===== config.mk =====
export PLATFORM = sky130hd
export DESIGN_NAME = sram1_arbiter
export DESIGN_NICKNAME = d
export VERILOG_FILES = /design/src/rtl/sram1_arbiter.sv
export SDC_FILE = /design/constraint.sdc
export NUM_CORES = 1
export LEC_CHECK = 0
export CAP_MARGIN = 10
export CORE_MARGIN = 4
export CORE_UTILIZATION = 30
export DETAILED_ROUTE_END_ITERATION = 10
export GPL_ROUTABILITY_DRIVEN = 0
export HOLD_SLACK_MARGIN = 0.02
export PLACE_DENSITY = 0.77
export SLEW_MARGIN = 20
export SYNTH_ARGS = -nofsm -noshare
export SYNTH_HDL_FRONTEND = slang
export SYNTH_SLANG_ARGS = --single-unit

===== constraint.sdc =====
create_clock -name clock -period 1.9 [get_ports clock]
set_input_delay 0.57 -clock clock [delete_from_list [all_inputs] [get_ports clock]]
set_output_delay 0.57 -clock clock [all_outputs]
set_load 0.02 [all_outputs]

===== src/rtl/sram1_arbiter.sv =====
// sram1_arbiter: round-robin arbiter and single-access sequencer in front of
// the sram1 on-chip memory. Each accepted request drives the SRAM for one
// cycle (ACCESS) and returns a one-cycle response to its owner (RESP).
// Addresses outside [BASE, BASE+SIZE) never touch the array and complete
// with an error response.
module sram1_arbiter #(
  parameter logic [31:0] BASE = 32'h2000_0000,
  parameter logic [31:0] SIZE = 32'h0001_8000
) (
  input  logic        clock,
  input  logic        reset_n,
  input  logic        p0_req_valid,
  output logic        p0_req_ready,
  input  logic        p0_req_write,
  input  logic [31:0] p0_req_addr,
  input  logic [31:0] p0_req_wdata,
  output logic        p0_rsp_valid,
  output logic [31:0] p0_rsp_rdata,
  output logic        p0_rsp_error,
  input  logic        p1_req_valid,
  output logic        p1_req_ready,
  input  logic        p1_req_write,
  input  logic [31:0] p1_req_addr,
  input  logic [31:0] p1_req_wdata,
  output logic        p1_rsp_valid,
  output logic [31:0] p1_rsp_rdata,
  output logic        p1_rsp_error,
  output logic        sram_read_write,
  output logic [31:0] sram_address,
  output logic [31:0] sram_data_in,
  input  logic [31:0] sram_data_out
);

  typedef enum logic [1:0] {
    S_IDLE   = 2'd0,
    S_ACCESS = 2'd1,
    S_RESP   = 2'd2
  } state_t;

  state_t      r_state;
  state_t      w_state_nxt;

  logic        r_last_grant;
  logic        r_owner;
  logic        r_write;
  logic        r_in_range;
  logic [31:0] r_addr;
  logic [31:0] r_wdata;

  logic        w_arb_en;
  logic        w_grant0;
  logic        w_grant1;
  logic        w_accept;
  logic        w_sel_write;
  logic [31:0] w_sel_addr;
  logic [31:0] w_sel_wdata;
  logic        w_sel_in_range;
  logic        w_rsp;
  logic        w_rd_hit;

  // Arbitration, request mux and next-state selection.
  always_comb begin
    w_state_nxt    = r_state;
    w_arb_en       = (r_state == S_IDLE) || (r_state == S_RESP);
    // A tie goes to the port that did not win last time.
    w_grant0       = w_arb_en && p0_req_valid && (!p1_req_valid || r_last_grant);
    w_grant1       = w_arb_en && p1_req_valid && (!p0_req_valid || !r_last_grant);
    w_accept       = w_grant0 || w_grant1;
    w_sel_write    = w_grant1 ? p1_req_write : p0_req_write;
    w_sel_addr     = w_grant1 ? p1_req_addr  : p0_req_addr;
    w_sel_wdata    = w_grant1 ? p1_req_wdata : p0_req_wdata;
    // Unsigned wrap makes addresses below BASE land far above SIZE.
    w_sel_in_range = (w_sel_addr - BASE) < SIZE;
    case (r_state)
      S_IDLE:   if (w_accept) w_state_nxt = S_ACCESS;
      S_ACCESS: w_state_nxt = S_RESP;
      S_RESP:   w_state_nxt = w_accept ? S_ACCESS : S_IDLE;
      default:  w_state_nxt = S_IDLE;
    endcase
  end

  // State register.
  always_ff @(posedge clock or negedge reset_n) begin
    if (!reset_n) r_state <= S_IDLE;
    else          r_state <= w_state_nxt;
  end

  // Command capture on acceptance; r_addr/r_wdata only change when entering
  // ACCESS, so the SRAM address/data buses hold their value elsewhere.
  always_ff @(posedge clock or negedge reset_n) begin
    if (!reset_n) begin
      r_last_grant <= 1'b1;
      r_owner      <= 1'b0;
      r_write      <= 1'b0;
      r_in_range   <= 1'b0;
      r_addr       <= '0;
      r_wdata      <= '0;
    end else if (w_accept) begin
      r_last_grant <= w_grant1;
      r_owner      <= w_grant1;
      r_write      <= w_sel_write;
      r_in_range   <= w_sel_in_range;
      r_addr       <= w_sel_addr;
      r_wdata      <= w_sel_wdata;
    end
  end

  assign p0_req_ready    = w_grant0;
  assign p1_req_ready    = w_grant1;

  assign sram_read_write = (r_state == S_ACCESS) && r_write && r_in_range;
  assign sram_address    = r_addr;
  assign sram_data_in    = r_wdata;

  assign w_rsp           = (r_state == S_RESP);
  assign w_rd_hit        = w_rsp && !r_write && r_in_range;

  assign p0_rsp_valid    = w_rsp && !r_owner;
  assign p1_rsp_valid    = w_rsp &&  r_owner;
  assign p0_rsp_error    = p0_rsp_valid && !r_in_range;
  assign p1_rsp_error    = p1_rsp_valid && !r_in_range;
  assign p0_rsp_rdata    = (w_rd_hit && !r_owner) ? sram_data_out : '0;
  assign p1_rsp_rdata    = (w_rd_hit &&  r_owner) ? sram_data_out : '0;

endmodule


==> impl_metrics.yaml, run 1 <==
timing:
  hold_viol: 0
  finalSetupTns_ns: -13.25
  tightest_slew_ns: 0.531
  layout_min_cycle_time_ns: 2.16
  finalWorstSetupSlack_ns: -0.261
  setup-violations-final: 66
  maxSlewHeadroom_pct: 64.6
  rsz0062_at_grt: "yes"
  clock-skew-final_ns: 0.00316
  timing.fmax_ghz: 0.463
  layout_worst_path_cycle_share_pct: 114
  max_slew_violation_count: 0
setup_path:
  crit_path_max_fanout: 16
  required_ns: 1.33
  cp_common_cell: "sky130_fd_sc_hd__buf_6"
  worst-setup-path-type: "flop to primary output"
  crit_path_max_incr_delay_ns: 0.39
  worst-r2r-cell-count: 9
  cp-end-kind: "primary output"
  path_cells: "inv_2, nand3_2, nor2_4, buf_6, buf_16, and2_1, buf_6"
  r2r_setup_slack_ns: -0.08
  critical_path.startpoint_type: "flop"
  critical_path.reg2reg.endpoint: "r_in_range"
  crit_path_top_delay_cell: "sky130_fd_sc_hd__dfrtp_1"
  critical_path_arrival_ns: 1.59
  timing.rr.start: "r_last_grant"
floorplanning:
  row_count: 40
  die-height_microns: 120
  dieArea_sq_um: 14500
  initial_core_util_pct: 31.1
  chipWidth_microns: 120
  coreArea_sq_um: 12200
  floorplan.io_pins: 301
status:
  violations_in_the_final_reports: "negative setup slack"
  run_status: "complete, but fails checks"
routing:
  wire_per_inst_microns: 17.4
  vias_per_cell: 4.57
  drc: 0
  drt-initial-drc-count: 123
  finalWirelength_mm: 15.5
  via_count: 4056
  ant_nets: 0
  detailedRoute.firstPassIterationCount: 4
finish:
  final_cells: 888
  final_core_util_pct: 62.9
  finish.net_count: 882
  filler_cell_count: 1049
  fin_area_sq_um: 7690
  antenna-diode-count: 0
  final_layout_size_suffix_gt1_share_pct: 21.9
  area_growth_syn_to_layout_pct: 103
min_path:
  worst_hold_path_type: "primary input to asynchronous set/reset pin"
synth:
  synthArstFlopShare_pct: 100
  largest_area_contributor_in_the_synthesized_netlist: "sky130_fd_sc_hd__dfrtp_1"
  yosysWarnings: 0
  synth-edff-count: 0
  count_of_unique_library_cells_instantiated_by_yosys: 32
  synth_top_cell_area_share_pct: 45.5
  synth_nets: 566
  synthesis.area_sq_um: 3790
  synth-seq-cells: 70
  yosysSeqAreaShare_pct: 46.2
  syn_area_per_cell_sq_um: 9.50
  synthCells: 399
  area_contributors_post_synth: "sky130_fd_sc_hd__dfrtp_1 (46%), sky130_fd_sc_hd__mux2i_1 (17%), sky130_fd_sc_hd__and2_1 (11%)"
  synth_top_flop_cell: "sky130_fd_sc_hd__dfrtp_1"
clocking:
  number_of_buffers_created_by_cts: 9
  cell_chosen_for_the_clock_root: "sky130_fd_sc_hd__clkbuf_16"
  clkTransAtPathRegs_ns: 0.06
  cts_hold_repair.buffers: 0
  cts_buffer_depth: 2
  clk-insertion-delay-late_ns: 0.32
  clkSinkCount: 70
  ctsHtreeMaxLevel: 3
  tritoncts_clock_tree: "done"
power:
  comb_power_share_pct: 37.0
  vdd_drop_max_mv: 0.361
  power_density_nw_per_um2: 732
  internal_power_mw: 3.85
  netSwitchingFraction_pct: 31.7
  power.net_switching_mw: 1.78
  total_leakage_power_nw: 3.69
  relative_contribution_of_the_clock_network_to_total_power_pct: 28.3
  power_frac_seq_pct: 34.7
run:
  number_of_max_cap_violations: 0
place:
  buffer_ports.inserted: 300
  instance_area_at_placement_sq_um: 7120
  pre_cts_ws_ns: -0.679
  dp_hpwl_mm: 12.3
  post-place-cells: 864
global_routing:
  antenna_found_initial: 0
  global_route.overflow_total: 0
  via_count_of_the_first_global_routing_pass: 4432
  maximum_number_of_pins_on_one_net_before_global_route_repair: 69
  globalRouteTotalUtil_pct: 20.4
  grt_pass1_wl_mm: 23.4
==> cells by family (layout without fill, tap and decap cells) <==
family,after synthesis,in the layout,synth area share [%]
AND/OR/NAND/NOR,154,154,20.7
AO/OA/AOI/OAI,74,74,10.6
flip-flops,70,70,46.2
multiplexers,66,66,17.5
buffers and inverters,34,355,4.75
adder cells (fa/ha/maj),1,1,0.330
==> per-layer routing <==
layer  part of all wire, %  vias up  global-route usage, %
met5                     0        -                      0
met4                   2.8        0                   8.50
met3                   6.7       38                   5.57
met2                    53      155                   36.2
met1                    38     1884                   22.9
li1                      -     1979                      -
==> cell usage in the layout (no fill, tap or decap), types with 2 or more instances in the layout <==
cell type	synthesis	layout
sky130_fd_sc_hd__a211oi_1	2	2
sky130_fd_sc_hd__a21o_1	2	2
sky130_fd_sc_hd__and2_1	65	42
sky130_fd_sc_hd__and2_4	0	23
sky130_fd_sc_hd__buf_12	0	7
sky130_fd_sc_hd__buf_16	0	2
sky130_fd_sc_hd__buf_2	6	2
sky130_fd_sc_hd__buf_4	5	50
sky130_fd_sc_hd__buf_6	2	44
sky130_fd_sc_hd__clkbuf_16	0	9
sky130_fd_sc_hd__clkbuf_8	0	3
sky130_fd_sc_hd__clkdlybuf4s50_1	0	193
sky130_fd_sc_hd__clkinv_2	0	2
sky130_fd_sc_hd__dfrtp_1	69	69
sky130_fd_sc_hd__dlygate4sd2_1	0	2
sky130_fd_sc_hd__dlymetal6s2s_1	0	31
sky130_fd_sc_hd__inv_1	5	3
sky130_fd_sc_hd__inv_2	1	3
sky130_fd_sc_hd__mux2i_1	65	65
sky130_fd_sc_hd__nand2_1	67	67
sky130_fd_sc_hd__nand2b_1	3	2
sky130_fd_sc_hd__nand3_2	0	2
sky130_fd_sc_hd__nand4_1	3	3
sky130_fd_sc_hd__nor2_1	6	4
sky130_fd_sc_hd__nor2_4	0	2
sky130_fd_sc_hd__nor3_1	2	2
sky130_fd_sc_hd__nor4_1	2	2
sky130_fd_sc_hd__nor4b_1	2	2
sky130_fd_sc_hd__o21ai_0	64	64
==> worst max-delay path, delay by kind of cell, from the launching register on <==
family | cells | cell delay [ns]
flip-flops | 1 | 0.39
AND/OR/NAND/NOR | 3 | 0.39
buffers and inverters | 4 | 0.48
==> state kept, by name, summed over array words and instances, names as in the netlist <==
signal and flops:
sram_address 32, sram_data_in 32, r_state 2, r_in_range 1
r_last_grant 1, r_owner 1, r_write 1
==> worst max-delay path by stage <==
stage,startpoint,to
5_1_grt,r_owner,p0_rsp_rdata[7]
3_3_place_gp,p0_req_valid,r_in_range
2_1_floorplan,p0_req_valid,r_in_range
3_5_place_dp,p0_req_valid,r_in_range
6_report,r_state[0],p0_rsp_rdata[7]
4_1_cts,r_owner,p0_rsp_rdata[0]
==> cell type report <==
type,instances,area (sq um),share of cell area [%]
clock buffers,13,270,3.52
flip-flops and latches,70,1750,22.8
well taps,168,210,2.73
multi-input cells,295,1980,25.8
inverters,6,22.5,0.293
clock inverters,3,17.5,0.228
repair buffers,333,3430,44.6
==> cell usage after synthesis, types with 2 or more instances <==
| cell | instances |
|---|---|
| sky130_fd_sc_hd__nor4b_1 | 2 |
| sky130_fd_sc_hd__dfrtp_1 | 69 |
| sky130_fd_sc_hd__buf_6 | 2 |
| sky130_fd_sc_hd__nand3_1 | 2 |
| sky130_fd_sc_hd__o21ai_0 | 64 |
| sky130_fd_sc_hd__nor4_1 | 2 |
| sky130_fd_sc_hd__buf_2 | 6 |
| sky130_fd_sc_hd__a21o_1 | 2 |
| sky130_fd_sc_hd__clkbuf_1 | 14 |
| sky130_fd_sc_hd__nand4_1 | 3 |
| sky130_fd_sc_hd__a211oi_1 | 2 |
| sky130_fd_sc_hd__and2_1 | 65 |
| sky130_fd_sc_hd__nand2_1 | 67 |
| sky130_fd_sc_hd__nor3_1 | 2 |
| sky130_fd_sc_hd__nand2b_1 | 3 |
| sky130_fd_sc_hd__inv_1 | 5 |
| sky130_fd_sc_hd__buf_4 | 5 |
| sky130_fd_sc_hd__mux2i_1 | 65 |
| sky130_fd_sc_hd__nor2_1 | 6 |
==> stage by stage <==
| step | hold WS, ns | total power, mW |
|---|---|---|
| floorplan | 0.274 | 2.86 |
| global placement | 0.447 | 4.03 |
| detailed placement | 0.454 | 4.08 |
| CTS | 0.233 | 5.73 |
| global route | 0.247 | 5.95 |
| finish | 0.216 | 5.63 |
==> repair_timing <==
item	CTS	global route
cloned	2	0
endpoints found under the setup margin	136	113
pin swaps	7	4
gates resized for setup	413	50
buffers inserted	8	0
==> power by group through the flow <==
stage / Sequential [mW] / Clock [mW] / Combinational (mW)
finish: 1.95 / 1.59 / 2.08
global route: 1.99 / 1.71 / 2.24
CTS: 1.96 / 1.64 / 2.12
detailed placement: 1.99 / 0 / 2.10
global placement: 1.97 / 0 / 2.05
floorplan: 2.33 / 0 / 0.531
Note: power is estimated with default switching activity, not from simulation.
==> inputs of run 2 (changes only) <==
- ABC_CLOCK_PERIOD_IN_PS: unset -> 2000
- CELL_PAD_IN_SITES_DETAIL_PLACEMENT: unset -> 1
- CELL_PAD_IN_SITES_GLOBAL_PLACEMENT: unset -> 2
- CORE_UTILIZATION: 30 -> 17
- PLACE_DENSITY: 0.77 -> unset
- PLACE_DENSITY_LB_ADDON: unset -> 0.1
- clock period: 1.9 -> 2 ns (I/O delays scaled with it)
==> impl_metrics.yaml, run 2 (synthesis gave the netlist of run 1 again) <==
clocking:
  clk-insertion-delay-late_ns: 0.33
  ctsHtreeMaxLevel: 3
  cts_buffer_depth: 2
  clkTransAtPathRegs_ns: 0.06
  clkSinkCount: 70
  tritoncts_clock_tree: "done"
  number_of_buffers_created_by_cts: 9
  cell_chosen_for_the_clock_root: "sky130_fd_sc_hd__clkbuf_16"
finish:
  final_core_util_pct: 36.0
  finish.net_count: 903
  final_cells: 1022
  final_layout_size_suffix_gt1_share_pct: 25.0
  top_library_cells_by_usage_in_the_layout_fill_and_taps_aside: "sky130_fd_sc_hd__clkdlybuf4s50_1 (226), sky130_fd_sc_hd__buf_4 (75), sky130_fd_sc_hd__dfrtp_1 (69)"
  layout.cells.most_common: "sky130_fd_sc_hd__clkdlybuf4s50_1"
  area_growth_syn_to_layout_pct: 108
timing:
  tightest_slew_ns: 0.440
  rsz0062_at_grt: "yes"
  maxSlewHeadroom_pct: 70.7
  hold_viol: 0
  setup-violations-final: 66
  clock-skew-final_ns: 0.00722
  timing.fmax_ghz: 0.449
  finalWorstSetupSlack_ns: -0.225
  layout_min_cycle_time_ns: 2.22
  layout_worst_path_cycle_share_pct: 111
  finalSetupTns_ns: -9.26
  max_slew_violation_count: 0
routing:
  vias_per_cell: 4.04
  via_count: 4133
  finalWirelength_mm: 17.7
  drt-initial-drc-count: 98
  wire_per_inst_microns: 17.3
  detailedRoute.firstPassIterationCount: 4
  ant_nets: 0
  drc: 0
power:
  total_leakage_power_nw: 3.43
  power_density_nw_per_um2: 722
  vdd_drop_max_mv: 0.416
  fin_total_pwr_mw: 5.70
global_routing:
  maximum_number_of_pins_on_one_net_before_global_route_repair: 61
  global_route.overflow_total: 0
  grt_pass1_wl_mm: 26.6
  via_count_of_the_first_global_routing_pass: 4597
  antenna_found_initial: 1
  globalRouteTotalUtil_pct: 13.8
setup_path:
  path_cells: "inv_2, nand3_4, nor2_4, buf_6, buf_16, buf_4, and2_4, buf_6"
  critical_path.startpoint_type: "flop"
  worst-setup-path-type: "flop to primary output"
  crit_path_max_incr_delay_ns: 0.39
  critical_path_arrival_ns: 1.62
  cp_common_cell: "sky130_fd_sc_hd__buf_6"
  required_ns: 1.40
  crit_path_top_delay_cell: "sky130_fd_sc_hd__dfrtp_1"
  crit_path_max_fanout: 7
  cp-end-kind: "primary output"
status:
  violations_in_the_final_reports: "negative setup slack"
  run_status: "complete, but fails checks"
floorplanning:
  dieArea_sq_um: 24800
  die-height_microns: 157
  chipWidth_microns: 157
  initial_core_util_pct: 17.3
  row_count: 54
  floorplan.io_pins: 301
  coreArea_sq_um: 21900
place:
  post-place-cells: 992
  buffer_ports.inserted: 300
  pre_cts_ws_ns: -0.702
  dp_hpwl_mm: 14.1
min_path:
  worst_hold_path_type: "primary input to asynchronous set/reset pin"
run:
  number_of_max_cap_violations: 0
-- run 2: changes by cell type in the layout (fill, tap and decap cells not counted), sizes merged --
cell | previous run | this run
buf | 105 | 125
bufinv | 0 | 2
clkdlybuf4s15 | 1 | 0
clkdlybuf4s50 | 193 | 226
clkinv | 2 | 1
diode | 0 | 1
dlygate4sd2 | 2 | 0
dlymetal6s2s | 31 | 0
inv | 6 | 7
-- run 2: worst paths after layout --
kind / to / startpoint / slack [ns] / cells past startpoint
worst max-delay path: p0_rsp_rdata[24] / r_state[0] / -0.22 / 8
worst min-delay path: sram_address[11] / reset_n / 0.15 / 1
worst max register to register: r_in_range / r_state[0] / 0.02 / 10
worst min register to register: sram_data_in[17] / sram_data_in[17] / 0.48 / 2
max in group asynchronous: r_last_grant / reset_n / 1.27 / 2
min in group clock: sram_data_in[17] / sram_data_in[17] / 0.48 / 2
-- run 2: stage by stage --
step	hold slack [ns]	area, sq um
after floorplan	0.304	3790
after global placement	0.453	7360
after detailed placement	0.470	7360
after CTS	0.142	7780
after global routing	0.157	7890
final	0.151	7890
-- run 2: layer usage --
metal	share of wire [%]	vias to the layer above	wire length (microns)	global-route usage [%]
met4	1.8	0	310	2.99
met1	38	1940	6770	15.7
li1	-	2028	-	-
met2	53	150	9350	25.3
met3	7.1	15	1250	4.21
met5	0	-	0	0
-- run 2: final cells by class --
type	instances	area [sq um]
clock buffers	11	243
flip-flops and latches	70	1750
clock inverters	5	81.3
multi-input cells	295	1990
well taps	280	350
inverters	6	22.5
diodes	1	2.50
repair buffers	354	3450
fillers	2492	14000
-- run 2: worst max-delay path: cells and delay by family (launching register included) --
family	cells	cell delay, ns
simple gates	3	0.34
flops	1	0.39
buf+inv	5	0.57
-- run 2: timing repair --
action | in CTS | in global routing
hold buffers | 0 | 0
pin swaps | 5 | 15
gates resized for setup | 395 | 44
setup buffers | 9 | 3
gates cloned | 2 | 0
endpoints found under the setup margin | 121 | 90
-- run 2: report_power, final --
group          internal [mW]  switching, mW
Clock                   1.13          0.651
Combinational           1.07          0.981
Sequential              1.70          0.156
